**config.mk**
```make
export PLATFORM = sky130hd
export DESIGN_NAME = ct_f_spsram_512x54_ctrl_flat
export DESIGN_NICKNAME = d
export VERILOG_FILES = /design/src/rtl/ct_f_spsram_ctrl_pkg.sv /design/src/rtl/ct_f_spsram_512x54_ctrl_if.sv /design/src/rtl/ct_f_spsram_rr_arb2.sv /design/src/rtl/ct_f_spsram_512x54_ctrl.sv /design/src/flat_wrapper.sv
export SDC_FILE = /design/constraint.sdc
export NUM_CORES = 1
export LEC_CHECK = 0
export CORE_AREA = 2 2 119 121
export DETAILED_ROUTE_END_ITERATION = 7
export DIE_AREA = 0 0 121 123
export PLACE_DENSITY = 0.59
export SETUP_SLACK_MARGIN = 0.15
export SYNTH_ARGS = -nofsm -noshare
export SYNTH_HDL_FRONTEND = slang
export SYNTH_HIERARCHICAL = 1
export SYNTH_SLANG_ARGS = --single-unit
```
**constraint.sdc**
```tcl
create_clock -name CLK -period 2.2 [get_ports CLK]
set_input_delay 0.22 -clock CLK [delete_from_list [all_inputs] [get_ports CLK]]
set_output_delay 0.22 -clock CLK [all_outputs]
set_load 0.03 [all_outputs]
```
**src/rtl/ct_f_spsram_ctrl_pkg.sv**
```systemverilog
`default_nettype none
// ============================================================================
//  Module      : ct_f_spsram_ctrl_pkg
//  Description : Shared types and constants for the 512x54 single-port SRAM
//                access controller: FSM state encoding, idle pin levels and
//                the half-word width helper.
//  Revision    : 1.0 - initial release
// ============================================================================
package ct_f_spsram_ctrl_pkg;

    // Controller FSM: zero-fill sweep or normal arbitrated access.
    typedef enum logic [0:0] {
        ST_INIT = 1'b0,
        ST_RUN  = 1'b1
    } state_e;

    // Pin levels driven when the macro port is not in use (macro pins are
    // active-low, so idle means every enable deasserted).
    localparam logic c_idle_cen     = 1'b1;
    localparam logic c_idle_gwen    = 1'b1;
    localparam logic c_idle_wen_bit = 1'b1;
    localparam logic c_idle_d_bit   = 1'b0;
    localparam logic c_idle_a_bit   = 1'b0;

    // Lower half-word width; the upper half takes the remaining bits.
    function automatic int half_width(input int dw);
        return dw / 2;
    endfunction

endpackage
`default_nettype wire

```
**src/rtl/ct_f_spsram_512x54_ctrl_if.sv**
```systemverilog
`default_nettype none
// ============================================================================
//  Module      : ct_f_spsram_512x54_ctrl_if
//  Description : Bundle of requester-side and macro-side signals of the
//                single-port SRAM controller.
//  Revision    : 1.0 - initial release
//  Modports    : slave  - the controller (drives grants and macro pins)
//                master - the surrounding logic (requesters and macro Q)
// ============================================================================
interface ct_f_spsram_512x54_ctrl_if #(
    parameter int ADDR_WIDTH = 9,
    parameter int DATA_WIDTH = 54
);
    logic                  init_req;
    logic                  init_busy;
    logic                  rd_req;
    logic [ADDR_WIDTH-1:0] rd_addr;
    logic                  rd_gnt;
    logic                  rd_vld;
    logic [DATA_WIDTH-1:0] rd_data;
    logic                  wr_req;
    logic [ADDR_WIDTH-1:0] wr_addr;
    logic [DATA_WIDTH-1:0] wr_data;
    logic [1:0]            wr_mask;
    logic                  wr_gnt;
    logic [ADDR_WIDTH-1:0] sram_A;
    logic                  sram_CEN;
    logic                  sram_GWEN;
    logic [DATA_WIDTH-1:0] sram_WEN;
    logic [DATA_WIDTH-1:0] sram_D;
    logic [DATA_WIDTH-1:0] sram_Q;

    modport slave (
        input  init_req, rd_req, rd_addr, wr_req, wr_addr, wr_data, wr_mask,
               sram_Q,
        output init_busy, rd_gnt, rd_vld, rd_data, wr_gnt,
               sram_A, sram_CEN, sram_GWEN, sram_WEN, sram_D
    );

    modport master (
        output init_req, rd_req, rd_addr, wr_req, wr_addr, wr_data, wr_mask,
               sram_Q,
        input  init_busy, rd_gnt, rd_vld, rd_data, wr_gnt,
               sram_A, sram_CEN, sram_GWEN, sram_WEN, sram_D
    );
endinterface
`default_nettype wire

```
**src/rtl/ct_f_spsram_rr_arb2.sv**
```systemverilog
`default_nettype none
// ============================================================================
//  Module      : ct_f_spsram_rr_arb2
//  Description : Two-requester (read/write) round-robin arbiter. Grants are
//                combinational; the priority bit flips only on cycles where
//                both requesters compete, so the loser wins next contention.
//  Revision    : 1.0 - initial release
//  Ports       : clk, rst    - clock, synchronous active-high reset
//                i_en        - arbitration allowed this cycle
//                i_req_rd/wr - requests
//                o_gnt_rd/wr - one-hot (or zero) grants
// ============================================================================
module ct_f_spsram_rr_arb2 (
    input  logic clk,
    input  logic rst,
    input  logic i_en,
    input  logic i_req_rd,
    input  logic i_req_wr,
    output logic o_gnt_rd,
    output logic o_gnt_wr
);
    logic r_prio_wr;
    logic w_contend;

    assign w_contend = i_en & i_req_rd & i_req_wr;
    assign o_gnt_rd  = i_en & i_req_rd & (~i_req_wr | ~r_prio_wr);
    assign o_gnt_wr  = i_en & i_req_wr & (~i_req_rd |  r_prio_wr);

    always_ff @(posedge clk) begin
        if (rst) begin
            r_prio_wr <= 1'b0;
        end else if (w_contend) begin
            r_prio_wr <= ~r_prio_wr;
        end
    end
endmodule
`default_nettype wire

```
**src/rtl/ct_f_spsram_512x54_ctrl.sv**
```systemverilog
`default_nettype none
// ============================================================================
//  Module      : ct_f_spsram_512x54_ctrl
//  Description : Access controller for the 512x54 single-port SRAM macro.
//                Arbitrates one reader and one writer onto the port, runs a
//                zero-fill sweep after reset or on request, and returns read
//                data one cycle after the read grant.
//  Revision    : 1.0 - initial release
//  Ports       : CLK, RST - clock, synchronous active-high reset
//                bus      - slave view of ct_f_spsram_512x54_ctrl_if
//                           (requests/grants, read return, macro pins)
// ============================================================================
module ct_f_spsram_512x54_ctrl
    import ct_f_spsram_ctrl_pkg::*;
#(
    parameter int ADDR_WIDTH    = 9,
    parameter int DATA_WIDTH    = 54,
    parameter int HALF_WIDTH    = half_width(DATA_WIDTH),
    parameter bit INIT_ON_RESET = 1'b1
) (
    input  logic CLK,
    input  logic RST,
    ct_f_spsram_512x54_ctrl_if.slave bus
);
    localparam state_e                c_reset_state = state_e'(INIT_ON_RESET ? ST_INIT : ST_RUN);
    localparam logic [ADDR_WIDTH-1:0] c_last_addr   = '1;

    state_e                r_state;
    state_e                w_state_nxt;
    logic [ADDR_WIDTH-1:0] r_init_addr;
    logic [ADDR_WIDTH-1:0] w_init_addr_nxt;
    logic                  r_rd_vld;

    logic                  w_arb_en;
    logic                  w_rd_gnt;
    logic                  w_wr_gnt;

    logic                  w_cen;
    logic                  w_gwen;
    logic [ADDR_WIDTH-1:0] w_a;
    logic [DATA_WIDTH-1:0] w_wen;
    logic [DATA_WIDTH-1:0] w_d;

    // ------------------------------------------------------------------
    // State register
    // ------------------------------------------------------------------
    always_ff @(posedge CLK) begin
        if (RST) begin
            r_state     <= c_reset_state;
            r_init_addr <= '0;
            r_rd_vld    <= 1'b0;
        end else begin
            r_state     <= w_state_nxt;
            r_init_addr <= w_init_addr_nxt;
            r_rd_vld    <= w_rd_gnt;
        end
    end

    // ------------------------------------------------------------------
    // Next-state logic
    // ------------------------------------------------------------------
    always_comb begin
        w_state_nxt     = r_state;
        w_init_addr_nxt = r_init_addr;
        case (r_state)
            ST_INIT: begin
                // Counter wraps to zero naturally after the last entry.
                w_init_addr_nxt = r_init_addr + ADDR_WIDTH'(1);
                if (r_init_addr == c_last_addr) begin
                    w_state_nxt = ST_RUN;
                end
            end
            ST_RUN: begin
                if (bus.init_req) begin
                    w_state_nxt     = ST_INIT;
                    w_init_addr_nxt = '0;
                end
            end
            default: begin
                w_state_nxt     = c_reset_state;
                w_init_addr_nxt = '0;
            end
        endcase
    end

    // ------------------------------------------------------------------
    // Arbitration (only in RUN; reset forces all grants low)
    // ------------------------------------------------------------------
    assign w_arb_en = (r_state == ST_RUN) & ~RST;

    ct_f_spsram_rr_arb2 u_arb (
        .clk      (CLK),
        .rst      (RST),
        .i_en     (w_arb_en),
        .i_req_rd (bus.rd_req),
        .i_req_wr (bus.wr_req),
        .o_gnt_rd (w_rd_gnt),
        .o_gnt_wr (w_wr_gnt)
    );

    // ------------------------------------------------------------------
    // Output logic: macro pin drive
    // ------------------------------------------------------------------
    always_comb begin
        w_cen  = c_idle_cen;
        w_gwen = c_idle_gwen;
        w_a    = {ADDR_WIDTH{c_idle_a_bit}};
        w_wen  = {DATA_WIDTH{c_idle_wen_bit}};
        w_d    = {DATA_WIDTH{c_idle_d_bit}};
        if (!RST) begin
            if (r_state == ST_INIT) begin
                w_cen  = 1'b0;
                w_gwen = 1'b0;
                w_wen  = '0;
                w_a    = r_init_addr;
            end else if (w_wr_gnt) begin
                w_cen  = 1'b0;
                // An all-zero mask still takes the port but writes nothing.
                w_gwen = ~|bus.wr_mask;
                w_a    = bus.wr_addr;
                w_d    = bus.wr_data;
                w_wen[HALF_WIDTH-1:0]          = {HALF_WIDTH{~bus.wr_mask[0]}};
                w_wen[DATA_WIDTH-1:HALF_WIDTH] = {(DATA_WIDTH-HALF_WIDTH){~bus.wr_mask[1]}};
            end else if (w_rd_gnt) begin
                w_cen = 1'b0;
                w_a   = bus.rd_addr;
            end
        end
    end

    assign bus.sram_CEN  = w_cen;
    assign bus.sram_GWEN = w_gwen;
    assign bus.sram_A    = w_a;
    assign bus.sram_WEN  = w_wen;
    assign bus.sram_D    = w_d;

    assign bus.rd_gnt    = w_rd_gnt;
    assign bus.wr_gnt    = w_wr_gnt;
    assign bus.rd_vld    = r_rd_vld & ~RST;
    assign bus.rd_data   = (r_rd_vld & ~RST) ? bus.sram_Q : '0;
    // During reset the state register may not yet hold its reset value, so
    // the busy flag is forced to the value it will take.
    assign bus.init_busy = RST ? INIT_ON_RESET : (r_state == ST_INIT);

endmodule
`default_nettype wire

```
**src/flat_wrapper.sv**
```systemverilog
// flat-port wrapper written by rule: the top's interface ports become plain ports
module ct_f_spsram_512x54_ctrl_flat import ct_f_spsram_ctrl_pkg::*;
#(
    parameter int ADDR_WIDTH    = 9,
    parameter int DATA_WIDTH    = 54,
    parameter int HALF_WIDTH    = half_width(DATA_WIDTH),
    parameter bit INIT_ON_RESET = 1'b1
)
  (CLK, RST, bus_init_req, bus_rd_req, bus_rd_addr, bus_wr_req, bus_wr_addr, bus_wr_data, bus_wr_mask, bus_sram_Q, bus_init_busy, bus_rd_gnt, bus_rd_vld, bus_rd_data, bus_wr_gnt, bus_sram_A, bus_sram_CEN, bus_sram_GWEN, bus_sram_WEN, bus_sram_D);
  ct_f_spsram_512x54_ctrl_if #(.ADDR_WIDTH(ADDR_WIDTH), .DATA_WIDTH(DATA_WIDTH)) bus_i ();
  input  logic CLK;
  input  logic RST;
  input wire logic [$bits(bus_i.init_req)-1:0] bus_init_req;
  input wire logic [$bits(bus_i.rd_req)-1:0] bus_rd_req;
  input wire logic [$bits(bus_i.rd_addr)-1:0] bus_rd_addr;
  input wire logic [$bits(bus_i.wr_req)-1:0] bus_wr_req;
  input wire logic [$bits(bus_i.wr_addr)-1:0] bus_wr_addr;
  input wire logic [$bits(bus_i.wr_data)-1:0] bus_wr_data;
  input wire logic [$bits(bus_i.wr_mask)-1:0] bus_wr_mask;
  input wire logic [$bits(bus_i.sram_Q)-1:0] bus_sram_Q;
  output wire logic [$bits(bus_i.init_busy)-1:0] bus_init_busy;
  output wire logic [$bits(bus_i.rd_gnt)-1:0] bus_rd_gnt;
  output wire logic [$bits(bus_i.rd_vld)-1:0] bus_rd_vld;
  output wire logic [$bits(bus_i.rd_data)-1:0] bus_rd_data;
  output wire logic [$bits(bus_i.wr_gnt)-1:0] bus_wr_gnt;
  output wire logic [$bits(bus_i.sram_A)-1:0] bus_sram_A;
  output wire logic [$bits(bus_i.sram_CEN)-1:0] bus_sram_CEN;
  output wire logic [$bits(bus_i.sram_GWEN)-1:0] bus_sram_GWEN;
  output wire logic [$bits(bus_i.sram_WEN)-1:0] bus_sram_WEN;
  output wire logic [$bits(bus_i.sram_D)-1:0] bus_sram_D;
  assign bus_i.init_req = bus_init_req;
  assign bus_i.rd_req = bus_rd_req;
  assign bus_i.rd_addr = bus_rd_addr;
  assign bus_i.wr_req = bus_wr_req;
  assign bus_i.wr_addr = bus_wr_addr;
  assign bus_i.wr_data = bus_wr_data;
  assign bus_i.wr_mask = bus_wr_mask;
  assign bus_i.sram_Q = bus_sram_Q;
  assign bus_init_busy = bus_i.init_busy;
  assign bus_rd_gnt = bus_i.rd_gnt;
  assign bus_rd_vld = bus_i.rd_vld;
  assign bus_rd_data = bus_i.rd_data;
  assign bus_wr_gnt = bus_i.wr_gnt;
  assign bus_sram_A = bus_i.sram_A;
  assign bus_sram_CEN = bus_i.sram_CEN;
  assign bus_sram_GWEN = bus_i.sram_GWEN;
  assign bus_sram_WEN = bus_i.sram_WEN;
  assign bus_sram_D = bus_i.sram_D;
  ct_f_spsram_512x54_ctrl #(.ADDR_WIDTH(ADDR_WIDTH), .DATA_WIDTH(DATA_WIDTH), .HALF_WIDTH(HALF_WIDTH), .INIT_ON_RESET(INIT_ON_RESET)) u_core (.CLK(CLK), .RST(RST), .bus(bus_i));
endmodule
```
==> results of run 1 <==
-- logic make-up after synthesis --
kind of cell	share of synthesized area
simple gates	0.481
flops	0.122
mux	0.00765
buf+inv	0.256
fa+ha+maj	0.0127
compound gates	0.120
-- sequential cells by signal (all words and copies together) (netlist names) --
register and flops:
u_core/r_state 1, u_core/u_arb/r_prio_wr 1, u_core/r_init_addr 9, u_core/r_rd_vld 1
-- report_power, final --
group          switching [mW]  total (mW)  internal (mW)
combinational           0.210       0.507          0.297
sequential            0.00793       0.229          0.222
clock                  0.0928       0.367          0.274
total                   0.310        1.10          0.793
-- worst max-delay path, delay by kind of cell, from the launching register on --
kind                   cells  cell delay, ns
AO/OA/AOI/OAI              2            0.39
buffers and inverters      5            0.63
flip-flops                 1            0.37
AND/OR/NAND/NOR            4            0.18
-- final cells by class --
class	count	area, um2	area share
diodes	7	17.5	0.00333
flip-flops and latches	12	245	0.0466
repair buffers	331	3160	0.601
inverters	5	28.8	0.00547
well taps	180	225	0.0428
clock buffers	4	88.8	0.0169
multi-input cells	198	1490	0.284
-- Yosys cell counts (2+ instances only) --
cell type	count
a31oi_1	3
a211oi_1	2
dfxtp_1	12
nor2_1	15
buf_2	3
buf_4	52
o21ai_0	3
a311oi_1	4
a22oi_1	2
and2_1	108
ha_1	2
clkbuf_1	18
inv_1	4
nor2b_1	4
nand3_1	2
a21oi_1	10
nand3b_1	2
and4_1	2
a221oi_1	6
nor3_1	6
nand2_1	15
-- routing by layer --
| layer | vias to the layer above | part of all wire | track usage |
|---|---|---|---|
| li1 | 1413 | - | - |
| met1 | 1262 | 0.37 | 0.156 |
| met2 | 184 | 0.50 | 0.231 |
| met3 | 8 | 0.13 | 0.0586 |
| met4 | 4 | 0.0052 | 0.0153 |
| met5 | - | 0.0024 | 0 |
-- how the worst max path moves through the flow --
stage              startpoint               end  slack, ns  depth (start not counted)
4_1_cts        u_core/r_state     bus_sram_A[2]       0.11                         11
6_report       u_core/r_state     bus_sram_A[5]       0.16                         11
3_3_place_gp              RST  bus_sram_WEN[51]      -0.25                         11
3_5_place_dp              RST     bus_sram_A[2]      -0.28                         13
2_1_floorplan  u_core/r_state  bus_sram_WEN[28]      -0.34                         10
5_1_grt        u_core/r_state     bus_sram_A[0]       0.08                         10
-- repair_timing --
item / in CTS / in global routing
setup buffers: 7 / 1
endpoints found under the setup margin: 117 / 105
gates cloned: 0 / 0
pin swaps: 1 / 3
resized for setup: 94 / 6
==> results.yml, run 1 <==
critical_path:
  cp_slowest_cell: "dfxtp_4"
  r2r_slack_ns: 0.72
  worstPathCellList: "nand2_8 > inv_4 > nand2_4 > a21oi_4 > buf_12 > nor2b_1 > buf_4 > buf_6 > a221oi_2 > nor3_2 > buf_4"
  cp-start-kind: "flop"
  worstRegToRegCells: 4
  r2r-start: "u_core/r_state"
  rr_endpoint: "u_core/r_init_addr[6]"
  cpPeakStageDelay_ns: 0.37
  end_kind: "output port"
  cp.arrival_ns: 1.82
  cp_common_cell: "buf_4"
  crit_fanout: 5
  path_class: "reg -> out"
  required_ns: 1.98
global_route:
  grt_pass1_vias: 2604
  grt_max_degree: 56
  antenna_found_initial: 9
  grt_use_total: 0.133
  grt_overflow_total: 0
  grt_pass1_wl_um: 15300
logic_synthesis:
  synthesis.nets: 424
  syn_inst: 289
  synth_cell_type_count: 35
  synth_area_leader_cell: "and2_1"
  syn_area_per_cell_um2: 6.79
  synth_top_area_share: 0.344
  synthArstFlopShare: 0
  synth_area_leaders: "and2_1 (34%), buf_4 (20%), dfxtp_1 (12%)"
  synth_seq_area_share: 0.122
  yosysWarnings: 6
  synth_area_um2: 1960
  synth-seq-cells: 12
  synth_edf_count: 0
  ys.flop_type: "dfxtp_1"
flow_run:
  maxCapViolations: 0
timing:
  setup_tns_ns: 0
  max_slew_margin: 0.759
  whs_ns: 0.519
  rsz0062_at_grt: "true"
  final_hold_viol_count: 0
  setup_slack_ns: 0.164
  tightest_slew_ns: 0.361
  fmax_mhz: 491
  setup_violations: 0
  finalCriticalPeriod_ns: 2.04
  fin_skew_ns: 0.00521
  fin_crit_sh: 0.925
  report.final.slew_viol_count: 0
detailed_routing:
  drc_errors: 0
  drt_iter0_drc: 162
  routedWlPerCell_um: 15.0
  vias: 2871
  firstDrtPassIters: 4
  viasPerCell: 3.90
  wirelength_um: 11100
  drtAntennaViolNets: 0
cts:
  cts_buffers: 3
  clk_pin_slew_ns: 0.05
  cts-htree-levels: 1
  cts_hold_buf: 0
  cts_root_buf: "clkbuf_16"
  cts_num_sinks: 12
  cts.path.max_buffers: 2
  cts_tree: "built"
  clk_latency_ns: 0.24
cells_and_area:
  fin_nets: 686
  nFillCells: 1382
  area_growth_pct: 168
  mostFrequentLayoutCell: "buf_4"
  final_area_um2: 5260
  mostFrequentLayoutCells: "buf_4 (150), clkdlybuf4s50_1 (129), and2_1 (58)"
  stdcell_count: 737
  layout-drive-gt1-share: 0.515
  fin_util: 0.386
die:
  ios: 310
  start_util: 0.144
  fp-row-count: 43
  core_um2: 13600
  die_w_um: 121
  die_h_um: 123
  fp.dieArea_um2: 14900
placement:
  dp_cells: 718
  dp.final_hpwl_um: 9600
  gp_congestion: 0.772
  placedInstanceArea_um2: 4980
  io_buffer_count: 309
  pre_cts_slack_ns: -0.282
power:
  power_mw: 1.10
  peakVddDrop_v: 0.000234
  powerDensity_nw_per_um2: 210
  leakagePower_nw: 2.36
min_path:
  hold_path_end: "u_core/r_init_addr[8]"
  hold_class: "reg -> reg"
  holdPathStages: 2
  hp-start: "u_core/r_init_addr[8]"
run_status:
  status: "finished clean"
No activity file was read; power rests on OpenSTA's default activity.
==> run 2, diff against run 1 <==
Settings changed: SKIP_CTS_REPAIR_TIMING set to 1.
==> run 2 against run 1 <==
  * First-iteration DRC count is 9.3% lower
  * Register-to-register slack about the same
  * Non-clock buffer count decreased by 1
  * Largest cell class unchanged
  * Fmax down 2.4%
  * Flip-flop and latch count unchanged
  * Design area up 1.2%
  * Combinational power is essentially flat
  * Critical endpoint is now bus_sram_A[2]
==> results.yml, run 2 (synthesis results as in run 1) <==
placement:
  dp.final_hpwl_um: 9600
  io_buffer_count: 309
  pre_cts_slack_ns: -0.282
  gp_congestion: 0.772
detailed_routing:
  drt_iter0_drc: 147
  drc_errors: 0
  vias: 2877
  drtAntennaViolNets: 0
  wirelength_um: 11500
  firstDrtPassIters: 4
  routedWlPerCell_um: 15.6
  viasPerCell: 3.91
global_route:
  grt_max_degree: 56
  grt_overflow_total: 0
  grt_use_total: 0.132
  grt_pass1_vias: 2564
  antenna_found_initial: 9
  grt_pass1_wl_um: 15100
cells_and_area:
  area_growth_pct: 171
  largest_reg_flops: 9
  multi_input_area_um2: 1480
  seqCellArea_um2: 245
  mostFrequentLayoutCell: "buf_4"
  mostFrequentLayoutCells: "buf_4 (147), clkdlybuf4s50_1 (129), and2_1 (58)"
  fin_nets: 685
  layout-drive-gt1-share: 0.468
  fin_util: 0.391
  nFillCells: 1365
  regMostFlops: "u_core/r_init_addr"
timing:
  finalCriticalPeriod_ns: 2.09
  tightest_slew_ns: 0.355
  setup_slack_ns: 0.114
  rsz0062_at_grt: "true"
  whs_ns: 0.463
  report.final.slew_viol_count: 0
  setup_violations: 0
  final_hold_viol_count: 0
  fin_crit_sh: 0.948
  fin_skew_ns: 0.00448
  fmax_mhz: 479
  max_slew_margin: 0.764
critical_path:
  cp-start-kind: "flop"
  end_kind: "output port"
  cp_slowest_cell: "dfxtp_4"
  crit_fanout: 5
  worstPathCellList: "nand2_8 > inv_6 > nand2_4 > a21oi_4 > buf_12 > nor2b_1 > buf_4 > buf_6 > a221oi_4 > nor3_2 > buf_4"
  path_class: "reg -> out"
  cp_common_cell: "buf_4"
  required_ns: 1.98
  cp.arrival_ns: 1.87
  cpLargestDelayFamily: "buffers and inverters"
  cpPeakStageDelay_ns: 0.37
  critPathBufInv: 5
flow_run:
  maxCapViolations: 0
cts:
  clk_latency_ns: 0.24
  cts_root_buf: "clkbuf_16"
  cts_buffers: 3
  cts_num_sinks: 12
  clk_pin_slew_ns: 0.04
  cts_tree: "built"
  cts-htree-levels: 1
  cts.path.max_buffers: 2
min_path:
  hold_class: "in -> reg"
die:
  ios: 310
  die_w_um: 121
  fp.dieArea_um2: 14900
  core_um2: 13600
  fp-row-count: 43
  start_util: 0.144
  die_h_um: 123
power:
  peakVddDrop_v: 0.000231
  powerDensity_nw_per_um2: 207
  leakagePower_nw: 2.60
  power_mw: 1.10
run_status:
  status: "finished clean"
run 2: through the flow:
| step | std cells | area (um2) | setup TNS (ns) |
|---|---|---|---|
| floorplan | 289 | 2300 | -8.82 |
| global placement | 718 | 4980 | -11.46 |
| detailed placement | 718 | 4980 | -12.23 |
| CTS | 722 | 5070 | -13.55 |
| global route | 730 | 5310 | 0 |
| finish | 736 | 5320 | 0 |
run 2: path summary, 6_finish.rpt:
path,start,end,slack [ns],cells past startpoint
max,u_core/r_state,bus_sram_A[2],0.11,11
min reg2reg,u_core/r_init_addr[8],u_core/r_init_addr[8],0.52,2
max reg2reg,u_core/r_state,u_core/r_init_addr[6],0.71,4
min,bus_rd_req,u_core/u_arb/r_prio_wr,0.46,3
run 2: routing by layer:
| metal | wire (um) | share of wire | track usage |
|---|---|---|---|
| met1 | 4260 | 0.37 | 0.155 |
| met2 | 5690 | 0.50 | 0.229 |
| met3 | 1450 | 0.13 | 0.0572 |
| met4 | 57 | 0.0050 | 0.0153 |
| met5 | 26 | 0.0023 | 0 |
run 2: cell type report:
cell class / count / share of cell area
tap: 180 / 0.0423
inverter: 5 / 0.00588
antenna: 7 / 0.00329
multi-input combinational: 198 / 0.279
clock buffer: 4 / 0.0167
sequential: 12 / 0.0461
timing repair buffer: 330 / 0.607
run 2: where the power goes:
group	internal [mW]	total (mW)	leakage, nW	switching, mW
registers	0.222	0.229	0.0986	0.00790
clock network	0.274	0.365	0.0442	0.0911
logic	0.300	0.509	2.46	0.209
total	0.796	1.10	2.60	0.308
run 2: worst reg2reg max path, stage by stage (launching register included):
cell and delay (ns):
dfxtp_4 0.36, buf_4 0.24, nand2b_4 0.18, or4_1 0.50, a21oi_1 0.15
